`config.mk`:
```
export PLATFORM = sky130hd
export DESIGN_NAME = reg_issue
export DESIGN_NICKNAME = d
export VERILOG_FILES = /design/src/rtl/reg_issue_pkg.sv /design/src/rtl/reg_scoreboard.sv /design/src/rtl/reg_issue.sv
export SDC_FILE = /design/constraint.sdc
export NUM_CORES = 1
export LEC_CHECK = 0
export ABC_CLOCK_PERIOD_IN_PS = 3400
export CORE_UTILIZATION = 46
export DETAILED_ROUTE_END_ITERATION = 16
export GPL_TIMING_DRIVEN = 1
export PLACE_DENSITY = 0.82
export SYNTH_ARGS = -nofsm -noshare
export SYNTH_HDL_FRONTEND = slang
export SYNTH_SLANG_ARGS = --single-unit
```
`constraint.sdc`:
```
create_clock -name clk -period 3.4 [get_ports clk]
set_input_delay 0.68 -clock clk [delete_from_list [all_inputs] [get_ports clk]]
set_output_delay 0.68 -clock clk [all_outputs]
set_load 0.01 [all_outputs]
```
`src/rtl/reg_issue_pkg.sv`:
```
// Shared issue-stage definitions: datapath widths, the EX operand packet and
// the writeback bypass helper.
package reg_issue_pkg;

    localparam int unsigned XLEN   = 32;
    localparam int unsigned NREG   = 32;
    localparam int unsigned REG_AW = 5;
    localparam int unsigned UOP_W  = 8;
    localparam int unsigned PC_W   = 32;

    typedef struct packed {
        logic [PC_W-1:0]   pc;
        logic [UOP_W-1:0]  uop;
        logic [XLEN-1:0]   src1;
        logic [XLEN-1:0]   src2;
        logic [REG_AW-1:0] rd;
        logic              wen;
    } issue_pkt_t;

    // The register file writes on the clock edge, so a same-cycle writeback
    // must be forwarded over the stale read data. r0 is never forwarded.
    function automatic logic [XLEN-1:0] bypass_operand(
        input logic [REG_AW-1:0] addr,
        input logic [XLEN-1:0]   rf_data,
        input logic              wb_en,
        input logic [REG_AW-1:0] wb_addr,
        input logic [XLEN-1:0]   wb_data
    );
        if (wb_en && (wb_addr == addr) && (addr != REG_AW'(0))) begin
            return wb_data;
        end
        return rf_data;
    endfunction

endpackage

```
`src/rtl/reg_scoreboard.sv`:
```
// Busy bit per architectural register for in-flight destination writes, with
// effective-busy queries that already account for a same-cycle writeback.
module reg_scoreboard
    import reg_issue_pkg::*;
(
    input  logic              clk,
    input  logic              rst,
    input  logic              set_en_i,
    input  logic [REG_AW-1:0] set_addr_i,
    input  logic              clr_en_i,
    input  logic [REG_AW-1:0] clr_addr_i,
    input  logic              fclr_en_i,
    input  logic [REG_AW-1:0] fclr_addr_i,
    input  logic [REG_AW-1:0] q_rj_i,
    input  logic [REG_AW-1:0] q_rk_i,
    input  logic [REG_AW-1:0] q_rd_i,
    output logic              rj_busy_c_o,
    output logic              rk_busy_c_o,
    output logic              rd_busy_c_o
);

    logic [NREG-1:0] busy_q;
    logic [NREG-1:0] busy_d;

    // Clears first, set last: an issuing writer wins over a retiring one.
    always_comb begin
        busy_d = busy_q;
        if (fclr_en_i) begin
            busy_d[fclr_addr_i] = 1'b0;
        end
        if (clr_en_i) begin
            busy_d[clr_addr_i] = 1'b0;
        end
        if (set_en_i) begin
            busy_d[set_addr_i] = 1'b1;
        end
        busy_d[0] = 1'b0;
    end

    always_ff @(posedge clk or negedge rst) begin
        if (!rst) begin
            busy_q <= '0;
        end else begin
            busy_q <= busy_d;
        end
    end

    always_comb begin
        rj_busy_c_o = busy_q[q_rj_i] && !(clr_en_i && (clr_addr_i == q_rj_i));
        rk_busy_c_o = busy_q[q_rk_i] && !(clr_en_i && (clr_addr_i == q_rk_i));
        rd_busy_c_o = busy_q[q_rd_i] && !(clr_en_i && (clr_addr_i == q_rd_i));
    end

endmodule

```
`src/rtl/reg_issue.sv`:
```
// Operand-fetch/issue stage: reads sources, stalls on RAW/WAW against the
// scoreboard, forwards same-cycle writeback and registers the packet for EX.
module reg_issue
    import reg_issue_pkg::*;
(
    input  logic              clk,
    input  logic              rst,
    input  logic              in_valid,
    output logic              in_ready,
    input  logic [PC_W-1:0]   in_pc,
    input  logic [UOP_W-1:0]  in_uop,
    input  logic [REG_AW-1:0] in_rj,
    input  logic [REG_AW-1:0] in_rk,
    input  logic              in_use_rj,
    input  logic              in_use_rk,
    input  logic [REG_AW-1:0] in_rd,
    input  logic              in_wen,
    output logic [REG_AW-1:0] rf_raddr1,
    output logic [REG_AW-1:0] rf_raddr2,
    input  logic [XLEN-1:0]   rf_rdata1,
    input  logic [XLEN-1:0]   rf_rdata2,
    input  logic              wb_en,
    input  logic [REG_AW-1:0] wb_addr,
    input  logic [XLEN-1:0]   wb_data,
    input  logic              flush,
    output logic              out_valid,
    input  logic              out_ready,
    output logic [PC_W-1:0]   out_pc,
    output logic [UOP_W-1:0]  out_uop,
    output logic [XLEN-1:0]   out_src1,
    output logic [XLEN-1:0]   out_src2,
    output logic [REG_AW-1:0] out_rd,
    output logic              out_wen
);

    issue_pkt_t pkt_q;
    issue_pkt_t pkt_d;
    logic       out_valid_q;
    logic       out_valid_d;

    logic rj_busy_c;
    logic rk_busy_c;
    logic rd_busy_c;
    logic stall_c;
    logic fire_c;
    logic set_en_c;
    logic wb_clr_c;
    logic fl_clr_c;

    assign rf_raddr1 = in_rj;
    assign rf_raddr2 = in_rk;

    reg_scoreboard u_sb (
        .clk         (clk),
        .rst         (rst),
        .set_en_i    (set_en_c),
        .set_addr_i  (in_rd),
        .clr_en_i    (wb_clr_c),
        .clr_addr_i  (wb_addr),
        .fclr_en_i   (fl_clr_c),
        .fclr_addr_i (pkt_q.rd),
        .q_rj_i      (in_rj),
        .q_rk_i      (in_rk),
        .q_rd_i      (in_rd),
        .rj_busy_c_o (rj_busy_c),
        .rk_busy_c_o (rk_busy_c),
        .rd_busy_c_o (rd_busy_c)
    );

    always_comb begin
        stall_c  = (in_use_rj && rj_busy_c) || (in_use_rk && rk_busy_c)
                || (in_wen && rd_busy_c);
        in_ready = !stall_c && !flush && (!out_valid_q || out_ready);
        fire_c   = in_valid && in_ready;
        set_en_c = fire_c && in_wen && (in_rd != REG_AW'(0));
        wb_clr_c = wb_en && (wb_addr != REG_AW'(0));
        // A flushed packet never reaches writeback, so release its destination.
        fl_clr_c = flush && out_valid_q && pkt_q.wen && (pkt_q.rd != REG_AW'(0));
    end

    always_comb begin
        pkt_d       = pkt_q;
        out_valid_d = out_valid_q;
        if (flush) begin
            out_valid_d = 1'b0;
        end else if (fire_c) begin
            out_valid_d = 1'b1;
            pkt_d.pc    = in_pc;
            pkt_d.uop   = in_uop;
            pkt_d.src1  = bypass_operand(in_rj, rf_rdata1, wb_en, wb_addr, wb_data);
            pkt_d.src2  = bypass_operand(in_rk, rf_rdata2, wb_en, wb_addr, wb_data);
            pkt_d.rd    = in_rd;
            pkt_d.wen   = in_wen;
        end else if (out_ready) begin
            out_valid_d = 1'b0;
        end
    end

    always_ff @(posedge clk or negedge rst) begin
        if (!rst) begin
            pkt_q       <= '0;
            out_valid_q <= 1'b0;
        end else begin
            pkt_q       <= pkt_d;
            out_valid_q <= out_valid_d;
        end
    end

    assign out_valid = out_valid_q;
    assign out_pc    = pkt_q.pc;
    assign out_uop   = pkt_q.uop;
    assign out_src1  = pkt_q.src1;
    assign out_src2  = pkt_q.src2;
    assign out_rd    = pkt_q.rd;
    assign out_wen   = pkt_q.wen;

endmodule

```
Word level (Yosys, flattened, before mapping)
Index checks and enable logic that the tools add are counted.
{"block": "op_classes", "n_mux": 28, "eq_ne": 3, "reduce_logical": 41, "magnitude_cmp": 8, "bitwise": 6}
{"operator": "$mux W32", "n": 7}
{"operator": "$and A32 B32 Y32", "n": 2}
{"operator": "$not A32 Y32", "n": 2}
{"operator": "$or A32 B32 Y32", "n": 1}
{"operator": "$lt A5 B6 Y1 const B", "n": 5}
{"operator": "$logic_and A1 B1 Y1", "n": 25}
{"operator": "$reduce_bool A5 Y1", "n": 5}
{"operator": "$bmux W1 S5", "n": 3}
{"operator": "$demux W1 S5", "n": 3}
{"operator": "$eq A5 B5 Y1", "n": 3}
{"operator": "$ge A5 B1 Y1 const B", "n": 3}
{"operator": "$mux W1", "n": 15}
{"operator": "$logic_not A1 Y1", "n": 6}
{"operator": "$logic_or A1 B1 Y1", "n": 3}
{"operator": "$reduce_bool A3 Y1", "n": 1}
{"operator": "$reduce_and A2 Y1", "n": 1}
{"operator": "$not A1 Y1", "n": 1}
{"block": "word_totals", "input_bits": 165, "register_bits": 142, "elab_cells": 94, "out_inout_bits": 122}

Logic depth before layout (Yosys ltp)
Gate-level depths: netlist of run 1.
{"block": "logic_depth", "depth_word": 15, "mapped_depth": 11, "depth_no_buf": 7}

Hierarchy
Synthesis of run 1 repeated with hierarchy kept, for this count alone.
{"block": "hier_totals", "cells_unflattened": 791, "hier_area_um2": 8453.1}
{"module": "reg_issue", "cells_per_inst": 525, "seq_area_each_um2": 2777.7, "instances": 1, "area_per_inst_um2": 5736.8}
{"module": "reg_scoreboard", "cells_per_inst": 266, "seq_area_each_um2": 775.7, "instances": 1, "area_per_inst_um2": 2716.4}

Least setup slack after synthesis of run 1
No wires, ideal clock.
{"block": "synth_path", "path_kind": "in2reg", "from": "input in_rj[0]", "to": "register pkt_q, in the netlist out_pc[0]", "required_ps": 3275, "path_stages": 10, "path_slack_ps": 525, "arrival_time_ps": 2750, "n_path_buf": 3, "setup_ps": 125, "cell_sequence": "buf_2 > mux4_2 > nand2b_1 > a31oi_1 > a2111oi_2 > a31oi_2 > nand4_2 > buf_6 > buf_8 > mux2_4"}
{"block": "synth_via", "elab_chain_len": 12, "word_cells_on_any_way": 14, "classes_between": "eq/ne (1); mux (2); reduce/logical (11)"}
{"element": "start: declaration", "line_no": "reg_issue.sv:12", "rtl": "input logic [REG_AW-1:0] in_rj,"}
{"element": "parallel branches: the longest is 3 deep, another holds $bmux W1 S5"}
{"element": "$logic_and A1 B1 Y1 *", "line_no": "reg_scoreboard.sv:49", "rtl": "rj_busy_c_o = busy_q[q_rj_i] && !(clr_en_i && (clr_addr_i == q_rj_i));"}
{"element": "$logic_and A1 B1 Y1 *", "line_no": "reg_issue.sv:71", "rtl": "stall_c = (in_use_rj && rj_busy_c) || (in_use_rk && rk_busy_c)"}
{"element": "$logic_or A1 B1 Y1 *", "line_no": "reg_issue.sv:71"}
{"element": "$logic_or A1 B1 Y1 *", "line_no": "reg_issue.sv:72", "rtl": "|| (in_wen && rd_busy_c);"}
{"element": "$logic_not A1 Y1 *", "line_no": "reg_issue.sv:73", "rtl": "in_ready = !stall_c && !flush && (!out_valid_q || out_ready);"}
{"element": "$logic_and A1 B1 Y1 * (2 in series)", "line_no": "reg_issue.sv:73"}
{"element": "$logic_and A1 B1 Y1 *", "line_no": "reg_issue.sv:74", "rtl": "fire_c = in_valid && in_ready;"}
{"element": "$reduce_and A2 Y1 (no line) *"}
{"element": "end signal: assignment", "line_no": "reg_issue.sv:104", "rtl": "pkt_q <= pkt_d;"}
{"element": "end: declaration", "line_no": "reg_issue.sv:36", "rtl": "issue_pkt_t pkt_q;"}
Every way passes the cells marked *. The select of a mux whose other input is x is not followed.
A chain may end at the register's enable or synchronous reset.

Final worst setup path of run 1
{"block": "layout_path", "from": "input in_rd[2]", "to": "output in_ready"}
{"block": "layout_via", "elab_chain_len": 9, "word_cells_on_any_way": 11, "classes_between": "eq/ne (1); mux (2); reduce/logical (8)"}
{"element": "start: declaration", "line_no": "reg_issue.sv:16", "rtl": "input logic [REG_AW-1:0] in_rd,"}
{"element": "parallel branches: the longest is 3 deep, another holds $bmux W1 S5"}
{"element": "$logic_and A1 B1 Y1 *", "line_no": "reg_scoreboard.sv:51", "rtl": "rd_busy_c_o = busy_q[q_rd_i] && !(clr_en_i && (clr_addr_i == q_rd_i));"}
{"element": "$logic_and A1 B1 Y1 *", "line_no": "reg_issue.sv:72"}
{"element": "$logic_or A1 B1 Y1 *", "line_no": "reg_issue.sv:72"}
{"element": "$logic_not A1 Y1 *", "line_no": "reg_issue.sv:73"}
{"element": "$logic_and A1 B1 Y1 * (2 in series)", "line_no": "reg_issue.sv:73"}
{"element": "end: declaration", "line_no": "reg_issue.sv:9", "rtl": "output logic in_ready,"}
Marks and branches as above.

==> impl_metrics.xml, run 1 <==
<?xml version="1.0" encoding="UTF-8"?>
<metrics>
  <group name="timing">
    <metric name="setup_violation_total_in_the_final_timing_report" unit="">0</metric>
    <metric name="hold_ws" unit="ns">0.290</metric>
    <metric name="achievable-frequency" unit="MHz">300</metric>
    <metric name="worst_clock_skew" unit="ns">0.0275</metric>
    <metric name="final.period_utilization" unit="">0.981</metric>
    <metric name="fin_setup_tns" unit="ns">0</metric>
    <metric name="relSlewSlack" unit="">0.525</metric>
    <metric name="min_period" unit="ns">3.33</metric>
    <metric name="hold_viol_final" unit="">0</metric>
    <metric name="timing_max_transition_violations_final" unit="">0</metric>
    <metric name="worst-slew-pin-transition" unit="ns">0.712</metric>
    <metric name="grt_setup_unrepaired" unit="">no</metric>
  </group>
  <group name="yosys">
    <metric name="post_synth_fa_ha_maj_area_fraction" unit="">0</metric>
    <metric name="area_fraction_in_and_or_nand_and_nor_cells_after_synthesis" unit="">0.0647</metric>
    <metric name="synth-compound-area-share" unit="">0.0852</metric>
    <metric name="postSynthAreaPerCell" unit="µm²">13.4</metric>
    <metric name="syn_area" unit="µm²">7890</metric>
    <metric name="synth_cell_type_count" unit="">50</metric>
    <metric name="synth.yosys.seq_area_share" unit="">0.450</metric>
    <metric name="yosys_register_bits" unit="">142</metric>
    <metric name="synth_top_flop_cell" unit="">sky130_fd_sc_hd__dfrtp_1</metric>
    <metric name="synth-xor-area-share" unit="">0.0167</metric>
    <metric name="synthArstFlopShare" unit="">1.00</metric>
    <metric name="number_of_synthesized_flops_with_an_enable_pin" unit="">0</metric>
    <metric name="synth_mux_area_frac" unit="">0.340</metric>
    <metric name="yosysWarningCount" unit="">0</metric>
    <metric name="synthesis.nets" unit="">754</metric>
    <metric name="synth_top_family_by_area" unit="">multiplexers</metric>
    <metric name="synthesis.instances" unit="">589</metric>
  </group>
  <group name="final_layout">
    <metric name="final_nets" unit="">1069</metric>
    <metric name="most_used_cells_in_the_layout_excluding_fill_and_tap_cells" unit="">sky130_fd_sc_hd__clkdlybuf4s50_1, sky130_fd_sc_hd__dfrtp_1, sky130_fd_sc_hd__mux2_2, sky130_fd_sc_hd__buf_4, sky130_fd_sc_hd__mux2_4</metric>
    <metric name="filler_cell_count" unit="">1128</metric>
    <metric name="final_common_cell" unit="">sky130_fd_sc_hd__clkdlybuf4s50_1</metric>
    <metric name="flow.area_growth_from_synthesis" unit="%">52.1</metric>
    <metric name="antenna-diode-count" unit="">0</metric>
    <metric name="multiInputGateArea" unit="µm²">4070</metric>
    <metric name="drive_gt1_frac" unit="">0.341</metric>
    <metric name="ff_latch_area" unit="µm²">3550</metric>
  </group>
  <group name="global_routing">
    <metric name="globalRoute.totalOverflow" unit="">0</metric>
    <metric name="global_route_wire_length_before_repair" unit="µm">39900</metric>
    <metric name="grt_start_max_net_pins" unit="">79</metric>
    <metric name="initial_antenna_violation_count" unit="">0</metric>
    <metric name="track_usage" unit="">0.297</metric>
    <metric name="via_count_of_the_first_global_routing_pass" unit="">7140</metric>
  </group>
  <group name="worst_setup_path">
    <metric name="critical_path_cell_by_cell" unit="">clkdlybuf4s50_1 -&gt; or3b_2 -&gt; nor3_2 -&gt; a211oi_2 -&gt; nand4_1 -&gt; a31oi_2 -&gt; and3_1 -&gt; buf_2</metric>
    <metric name="critical-path-max-stage-delay" unit="ns">0.54</metric>
    <metric name="cp.required" unit="ns">2.72</metric>
    <metric name="worst-setup-path-type" unit="">in -&gt; out</metric>
    <metric name="cp-start-kind" unit="">input port</metric>
    <metric name="critical_path_cell_count" unit="">8</metric>
    <metric name="cp-end-kind" unit="">primary output</metric>
    <metric name="critical_path.n_buffers_inverters" unit="">2</metric>
    <metric name="ff2ff_path_depth" unit="">12</metric>
    <metric name="critical-path-top-delay-family" unit="">simple AND/OR/NAND/NOR gates</metric>
    <metric name="cp_slowest_cell" unit="">sky130_fd_sc_hd__clkdlybuf4s50_1</metric>
    <metric name="crit_path_max_fanout" unit="">5</metric>
    <metric name="timing.critical_path.arrival" unit="ns">2.65</metric>
  </group>
  <group name="placement">
    <metric name="place_congestion" unit="">1.10</metric>
    <metric name="port_buffers" unit="">286</metric>
    <metric name="dp_hpwl" unit="µm">18900</metric>
  </group>
  <group name="clocking">
    <metric name="cts.hold.buffers_added" unit="">0</metric>
    <metric name="clock_sinks" unit="">142</metric>
    <metric name="clk_pin_slew_worst_paths" unit="ns">0.06</metric>
    <metric name="cts-buffers-inserted" unit="">17</metric>
    <metric name="max-clock-path-buffers" unit="">2</metric>
    <metric name="cts_tree" unit="">done</metric>
    <metric name="insertion_delay" unit="ns">0.43</metric>
    <metric name="clockRootBuffer" unit="">sky130_fd_sc_hd__clkbuf_16</metric>
    <metric name="cts.htree.levels" unit="">4</metric>
  </group>
  <group name="floorplanning">
    <metric name="floorplan.initialDensity" unit="">0.474</metric>
    <metric name="die_height" unit="µm">133</metric>
    <metric name="floorplan.die.width" unit="µm">133</metric>
    <metric name="ioPinCount" unit="">287</metric>
    <metric name="rows" unit="">47</metric>
    <metric name="die_area" unit="µm²">17700</metric>
    <metric name="area_of_the_core" unit="µm²">16600</metric>
  </group>
  <group name="routing">
    <metric name="drcViolationCount" unit="">0</metric>
    <metric name="drt_total_wl" unit="µm">25900</metric>
    <metric name="count_of_tritonroute_iterations_in_the_first_routing_pass" unit="">7</metric>
    <metric name="ant_nets" unit="">0</metric>
    <metric name="wire_per_inst" unit="µm">22.8</metric>
    <metric name="vias" unit="">6669</metric>
    <metric name="drt-vias-per-instance" unit="">5.87</metric>
    <metric name="drtIter0Drc" unit="">491</metric>
  </group>
  <group name="hold_path">
    <metric name="hold_removal_path_class" unit="">in -&gt; async</metric>
  </group>
  <group name="pwr">
    <metric name="p_leak" unit="nW">4.98</metric>
    <metric name="peak_supply_drop" unit="mV">0.390</metric>
    <metric name="power.density" unit="nW/µm²">538</metric>
  </group>
  <group name="status">
    <metric name="outcome" unit="">complete, no violations</metric>
  </group>
  <group name="run">
    <metric name="max-cap-violations" unit="">0</metric>
  </group>
</metrics>
==> metal layers <==
metal	wire length, µm	track usage	up-vias
li1	-	-	2879
met1	9430	0.341	3276
met2	13100	0.497	431
met3	2460	0.101	83
met4	920	0.140	0
met5	0	0	-
==> registers in the layout (all words and copies together), names as in the netlist <==
signal and count:
out_src1 32, out_uop 8, u_sb.busy_q 31, out_valid 1
out_rd 5, out_wen 1, out_pc 32, out_src2 32
==> worst paths after layout <==
path,from,to,slack (ns)
min in group clk,out_src2[15],out_src2[15],0.51
max,in_rd[2],in_ready,0.07
max in group asynchronous,rst,out_wen,2.27
min,rst,out_src1[12],0.29
min reg2reg,out_src2[15],out_src2[15],0.51
max reg2reg,u_sb.busy_q[11],u_sb.busy_q[24],0.29
==> cells in the mapped netlist, types with 8 or more instances <==
cell type	count	area, µm²
sky130_fd_sc_hd__dfrtp_1	142	3550
sky130_fd_sc_hd__buf_2	15	75.1
sky130_fd_sc_hd__mux2_2	132	1490
sky130_fd_sc_hd__nand3_1	12	60.1
sky130_fd_sc_hd__nand3b_1	14	105
sky130_fd_sc_hd__nand2_1	11	41.3
sky130_fd_sc_hd__o221ai_1	31	272
sky130_fd_sc_hd__nand2b_1	8	50.1
sky130_fd_sc_hd__xnor2_1	10	87.6
sky130_fd_sc_hd__mux2i_1	17	170
sky130_fd_sc_hd__mux4_2	13	293
sky130_fd_sc_hd__o31ai_1	31	233
sky130_fd_sc_hd__buf_4	12	90.1
sky130_fd_sc_hd__nor2b_1	8	50.1
sky130_fd_sc_hd__clkbuf_1	17	63.8
sky130_fd_sc_hd__mux2_4	48	721
==> area by class of cell <==
| cell class | instances | area share |
|---|---|---|
| timing repair buffer | 350 | 0.288 |
| inverter | 2 | 0.000626 |
| tap | 220 | 0.0229 |
| clock inverter | 13 | 0.0147 |
| multi-input combinational | 391 | 0.339 |
| sequential | 142 | 0.296 |
| clock buffer | 19 | 0.0377 |
==> worst reg2reg max path: stages, from the launching register on <==
cell and delay [ns]:
sky130_fd_sc_hd__dfrtp_1 0.42, sky130_fd_sc_hd__mux4_2 0.49, sky130_fd_sc_hd__nor2b_1 0.15, sky130_fd_sc_hd__a211oi_2 0.25, sky130_fd_sc_hd__nand4_1 0.19, sky130_fd_sc_hd__a31oi_2 0.27, sky130_fd_sc_hd__buf_4 0.15, sky130_fd_sc_hd__buf_4 0.09
sky130_fd_sc_hd__buf_4 0.10, sky130_fd_sc_hd__nand4_4 0.14, sky130_fd_sc_hd__buf_12 0.20, sky130_fd_sc_hd__buf_4 0.23, sky130_fd_sc_hd__o31ai_1 0.30
==> cell families (layout without fill, tap and decap cells) <==
group | count (synthesis) | after routing
flip-flops | 142 | 142
multiplexers | 211 | 211
AO/OA/AOI/OAI | 83 | 83
buffers and inverters | 56 | 384
AND/OR/NAND/NOR | 82 | 82
XOR/XNOR | 15 | 15
==> where the power goes <==
part	internal [mW]	leakage (nW)	switching (mW)
combinational	1.32	2.94	0.791
sequential	2.07	1.73	0.305
clock	1.21	0.306	0.768
==> through the flow <==
stage               setup slack [ns]  total power [mW]   util  cells  area, µm²
CTS                          0.00811              6.48  0.719   1136      12000
floorplan                      0.525              3.20      -    589       7890
detailed placement            -0.577              4.46  0.679   1102      11300
global route                  0.0127              6.70  0.721   1137      12000
finish                        0.0660              6.46  0.721   1137      12000
global placement              -0.506              4.39  0.679   1102      11300
==> repair_timing <==
item / 4_1_cts / 5_1_grt
gates resized for setup: 16 / 11
setup endpoints to repair: 1 / 1
setup buffers: 2 / 1
pin swaps: 4 / 5
Power figures use the tool's default switching activity.
==> inputs of run 2 (changes only) <==
Settings changed: ABC_AREA from default to 1.
==> run 2 against run 1 <==
Effect of this change:
- total power is 5.4% higher
- highest routed layer unchanged
- clock power is 4% lower
- fmax is 4.8% higher
- sequential share of layout area is 0.68 points lower
- largest cell class unchanged
- clock-buffer cell count is 2 lower
==> impl_metrics.xml, run 2 <==
<?xml version="1.0" encoding="UTF-8"?>
<metrics>
  <group name="status">
    <metric name="outcome" unit="">complete, no violations</metric>
  </group>
  <group name="yosys">
    <metric name="synth.yosys.seq_area_share" unit="">0.438</metric>
    <metric name="ys_top_cells_by_area" unit="">sky130_fd_sc_hd__dfrtp_1, sky130_fd_sc_hd__nand2_1, sky130_fd_sc_hd__o21ai_0, sky130_fd_sc_hd__nand3_1, sky130_fd_sc_hd__inv_1</metric>
    <metric name="postSynthAreaPerCell" unit="µm²">6.60</metric>
    <metric name="yosys_register_bits" unit="">142</metric>
    <metric name="synth-xor-area-share" unit="">0.00324</metric>
    <metric name="yosysTopAreaCell" unit="">sky130_fd_sc_hd__dfrtp_1</metric>
    <metric name="synth-compound-area-share" unit="">0.0902</metric>
    <metric name="synth_top_family_by_area" unit="">simple AND/OR/NAND/NOR gates</metric>
    <metric name="synth_top_flop_cell" unit="">sky130_fd_sc_hd__dfrtp_1</metric>
    <metric name="synthArstFlopShare" unit="">1.00</metric>
    <metric name="synthesis.nets" unit="">1394</metric>
    <metric name="synth_cell_type_count" unit="">23</metric>
    <metric name="synthesis.instances" unit="">1229</metric>
    <metric name="area_fraction_in_and_or_nand_and_nor_cells_after_synthesis" unit="">0.375</metric>
    <metric name="synth_top_area_share" unit="">0.438</metric>
    <metric name="syn_area" unit="µm²">8120</metric>
    <metric name="post_synth_fa_ha_maj_area_fraction" unit="">0</metric>
    <metric name="synth_top_cells_by_count" unit="">sky130_fd_sc_hd__nand2_1, sky130_fd_sc_hd__dfrtp_1, sky130_fd_sc_hd__inv_1</metric>
    <metric name="synth_mux_area_frac" unit="">0</metric>
    <metric name="yosysWarningCount" unit="">0</metric>
    <metric name="yosys.cell_count.top_type" unit="">sky130_fd_sc_hd__nand2_1</metric>
    <metric name="number_of_synthesized_flops_with_an_enable_pin" unit="">0</metric>
  </group>
  <group name="routing">
    <metric name="wire_per_inst" unit="µm">17.4</metric>
    <metric name="drcViolationCount" unit="">0</metric>
    <metric name="drt_total_wl" unit="µm">31100</metric>
    <metric name="vias" unit="">9285</metric>
    <metric name="drt-vias-per-instance" unit="">5.20</metric>
    <metric name="count_of_tritonroute_iterations_in_the_first_routing_pass" unit="">5</metric>
    <metric name="drtIter0Drc" unit="">651</metric>
    <metric name="ant_nets" unit="">0</metric>
  </group>
  <group name="worst_setup_path">
    <metric name="worst-setup-path-type" unit="">in -&gt; out</metric>
    <metric name="critical_path.n_buffers_inverters" unit="">4</metric>
    <metric name="critical_path_cell_count" unit="">11</metric>
    <metric name="cp.required" unit="ns">2.72</metric>
    <metric name="critical_path_cell_by_cell" unit="">clkdlybuf4s50_1 -&gt; inv_1 -&gt; nor3_1 -&gt; nand2_1 -&gt; nand2_1 -&gt; nor2_1 -&gt; nand2_1 -&gt; a21oi_2 -&gt; nand3_2 -&gt; inv_1 -&gt; clkbuf_2</metric>
    <metric name="cp-start-kind" unit="">input port</metric>
    <metric name="ff2ff_path_depth" unit="">14</metric>
    <metric name="critical-path-top-delay-family" unit="">buffers and inverters</metric>
    <metric name="cp_slowest_cell" unit="">sky130_fd_sc_hd__clkdlybuf4s50_1</metric>
    <metric name="crit_path_max_fanout" unit="">5</metric>
    <metric name="crit_top_cell" unit="">sky130_fd_sc_hd__nand2_1</metric>
    <metric name="timing.critical_path.arrival" unit="ns">2.50</metric>
    <metric name="cp-end-kind" unit="">primary output</metric>
    <metric name="startpoint" unit="">in_rd[2]</metric>
    <metric name="reg2reg_from" unit="">u_sb.busy_q[20]</metric>
    <metric name="critical-path-max-stage-delay" unit="ns">0.62</metric>
  </group>
  <group name="placement">
    <metric name="post_dp_cell_area" unit="µm²">11700</metric>
    <metric name="place_congestion" unit="">0.972</metric>
    <metric name="port_buffers" unit="">286</metric>
    <metric name="placedCellCount" unit="">1754</metric>
    <metric name="dp_hpwl" unit="µm">23200</metric>
  </group>
  <group name="pwr">
    <metric name="seq_power_share" unit="">0.368</metric>
    <metric name="netSwitchingPower" unit="mW">2.39</metric>
    <metric name="p_clk_frac" unit="">0.280</metric>
    <metric name="p_sw_frac" unit="">0.351</metric>
    <metric name="power.density" unit="nW/µm²">554</metric>
    <metric name="peak_supply_drop" unit="mV">0.389</metric>
    <metric name="p_leak" unit="nW">6.29</metric>
    <metric name="internal_power" unit="mW">4.41</metric>
    <metric name="combPwrFrac" unit="">0.352</metric>
    <metric name="overall_power_after_layout" unit="mW">6.81</metric>
  </group>
  <group name="global_routing">
    <metric name="globalRoute.totalOverflow" unit="">0</metric>
    <metric name="global_route_wire_length_before_repair" unit="µm">47300</metric>
    <metric name="via_count_of_the_first_global_routing_pass" unit="">8887</metric>
    <metric name="initial_antenna_violation_count" unit="">0</metric>
    <metric name="grt_start_max_net_pins" unit="">58</metric>
    <metric name="track_usage" unit="">0.345</metric>
  </group>
  <group name="timing">
    <metric name="setup_violation_total_in_the_final_timing_report" unit="">0</metric>
    <metric name="timing_max_transition_violations_final" unit="">0</metric>
    <metric name="achievable-frequency" unit="MHz">314</metric>
    <metric name="relSlewSlack" unit="">0.586</metric>
    <metric name="worst_clock_skew" unit="ns">0.0119</metric>
    <metric name="hold_viol_final" unit="">0</metric>
    <metric name="grt_setup_unrepaired" unit="">no</metric>
    <metric name="min_period" unit="ns">3.18</metric>
    <metric name="worst-slew-pin-transition" unit="ns">0.616</metric>
    <metric name="final.period_utilization" unit="">0.936</metric>
  </group>
  <group name="clocking">
    <metric name="cts.hold.buffers_added" unit="">0</metric>
    <metric name="insertion_delay" unit="ns">0.44</metric>
    <metric name="clock_sinks" unit="">142</metric>
    <metric name="clk_pin_slew_worst_paths" unit="ns">0.07</metric>
    <metric name="cts-buffers-inserted" unit="">17</metric>
    <metric name="max-clock-path-buffers" unit="">2</metric>
    <metric name="cts.htree.levels" unit="">4</metric>
    <metric name="cts-resized-gates" unit="">9</metric>
    <metric name="cts_setup_buffers" unit="">0</metric>
    <metric name="clockRootBuffer" unit="">sky130_fd_sc_hd__clkbuf_16</metric>
    <metric name="cts_tree" unit="">done</metric>
  </group>
  <group name="floorplanning">
    <metric name="die_area" unit="µm²">18200</metric>
    <metric name="floorplan.die.width" unit="µm">135</metric>
    <metric name="area_of_the_core" unit="µm²">17200</metric>
    <metric name="floorplan.initialDensity" unit="">0.471</metric>
    <metric name="die_height" unit="µm">135</metric>
    <metric name="ioPinCount" unit="">287</metric>
    <metric name="rows" unit="">48</metric>
  </group>
  <group name="final_layout">
    <metric name="most_used_cells_in_the_layout_excluding_fill_and_tap_cells" unit="">sky130_fd_sc_hd__nand2_1, sky130_fd_sc_hd__clkdlybuf4s50_1, sky130_fd_sc_hd__dfrtp_1, sky130_fd_sc_hd__inv_1, sky130_fd_sc_hd__o21ai_0</metric>
    <metric name="filler_cell_count" unit="">1413</metric>
    <metric name="final_common_cell" unit="">sky130_fd_sc_hd__nand2_1</metric>
    <metric name="drive_gt1_frac" unit="">0.0833</metric>
    <metric name="final_nets" unit="">1713</metric>
    <metric name="final_core_util" unit="">0.713</metric>
    <metric name="final_cell_area" unit="µm²">12300</metric>
    <metric name="final_cells" unit="">1786</metric>
    <metric name="antenna-diode-count" unit="">0</metric>
    <metric name="flow.area_growth_from_synthesis" unit="%">51.3</metric>
  </group>
  <group name="hold_path">
    <metric name="hold_removal_path_class" unit="">in -&gt; async</metric>
  </group>
  <group name="run">
    <metric name="max-cap-violations" unit="">0</metric>
  </group>
</metrics>
==> run 2: cell types whose count changed after synthesis, sizes merged, moves of 48 or more <==
| cell | change |
|---|---|
| nand2 | +583 |
| mux2 | -181 |
| inv | +109 |
| o21ai | +99 |
| nand3 | +75 |
| nor2 | +48 |
==> run 2: final cells by class <==
cell class | instances | area (µm²) | share of cell area
clock buffer | 17 | 425 | 0.0346
clock inverter | 15 | 169 | 0.0138
inverter | 111 | 419 | 0.0341
multi-input combinational | 908 | 3840 | 0.313
sequential | 142 | 3550 | 0.289
tap | 225 | 282 | 0.0229
timing repair buffer | 368 | 3590 | 0.293
==> run 2: through the flow <==
stage	setup TNS, ns	hold WS (ns)	worst slack [ns]
floorplan	0	0.384	0.907
CTS	0	0.213	0.0358
global placement	-0.267	0.461	-0.267
finish	0	0.186	0.219
global route	0	0.234	0.106
detailed placement	-0.278	0.465	-0.278
==> run 2: power groups by stage <==
stage / clock, mW / combinational [mW] / sequential, mW
4_1_cts: 1.92 / 2.38 / 2.50
3_3_place_gp: 0 / 2.33 / 2.50
2_1_floorplan: 0 / 0.791 / 2.62
5_1_grt: 2.00 / 2.59 / 2.55
3_5_place_dp: 0 / 2.37 / 2.51
6_report: 1.90 / 2.40 / 2.51
==> run 2: final timing paths <==
check | slack [ns] | to
setup / recovery | 0.22 | in_ready
hold / removal | 0.19 | out_src1[0]
setup reg to reg | 1.27 | out_uop[3]
hold reg to reg | 0.48 | out_pc[16]
max in group asynchronous | 2.45 | u_sb.busy_q[15]
min in group clk | 0.48 | out_pc[16]
==> run 2: logic make-up after synthesis <==
group,after synthesis
simple gates,765
buf+inv,179
compound gates,140
flops,142
xor+xnor,3
==> run 2: worst reg2reg max path: stages, from the launching register on <==
cell and delay, ns:
sky130_fd_sc_hd__dfrtp_1 0.40, sky130_fd_sc_hd__inv_1 0.16, sky130_fd_sc_hd__o21ai_0 0.10, sky130_fd_sc_hd__nand2_1 0.06, sky130_fd_sc_hd__nand2_1 0.05, sky130_fd_sc_hd__nand2_1 0.06, sky130_fd_sc_hd__nand2_1 0.05, sky130_fd_sc_hd__nor2_1 0.07
sky130_fd_sc_hd__nand2_1 0.07, sky130_fd_sc_hd__a21oi_2 0.23, sky130_fd_sc_hd__nand3_2 0.14, sky130_fd_sc_hd__nor2_4 0.19, sky130_fd_sc_hd__buf_12 0.27, sky130_fd_sc_hd__nand2_1 0.14, sky130_fd_sc_hd__nand2_1 0.08
==> run 2: metal layers <==
metal  routed length (µm)  vias to the layer above  GRT usage
met5                    0                        -          0
met4                 1180                        0      0.151
met3                 3050                       78      0.102
met2                14500                      448      0.554
met1                12300                     4289      0.431
li1                     -                     4470          -
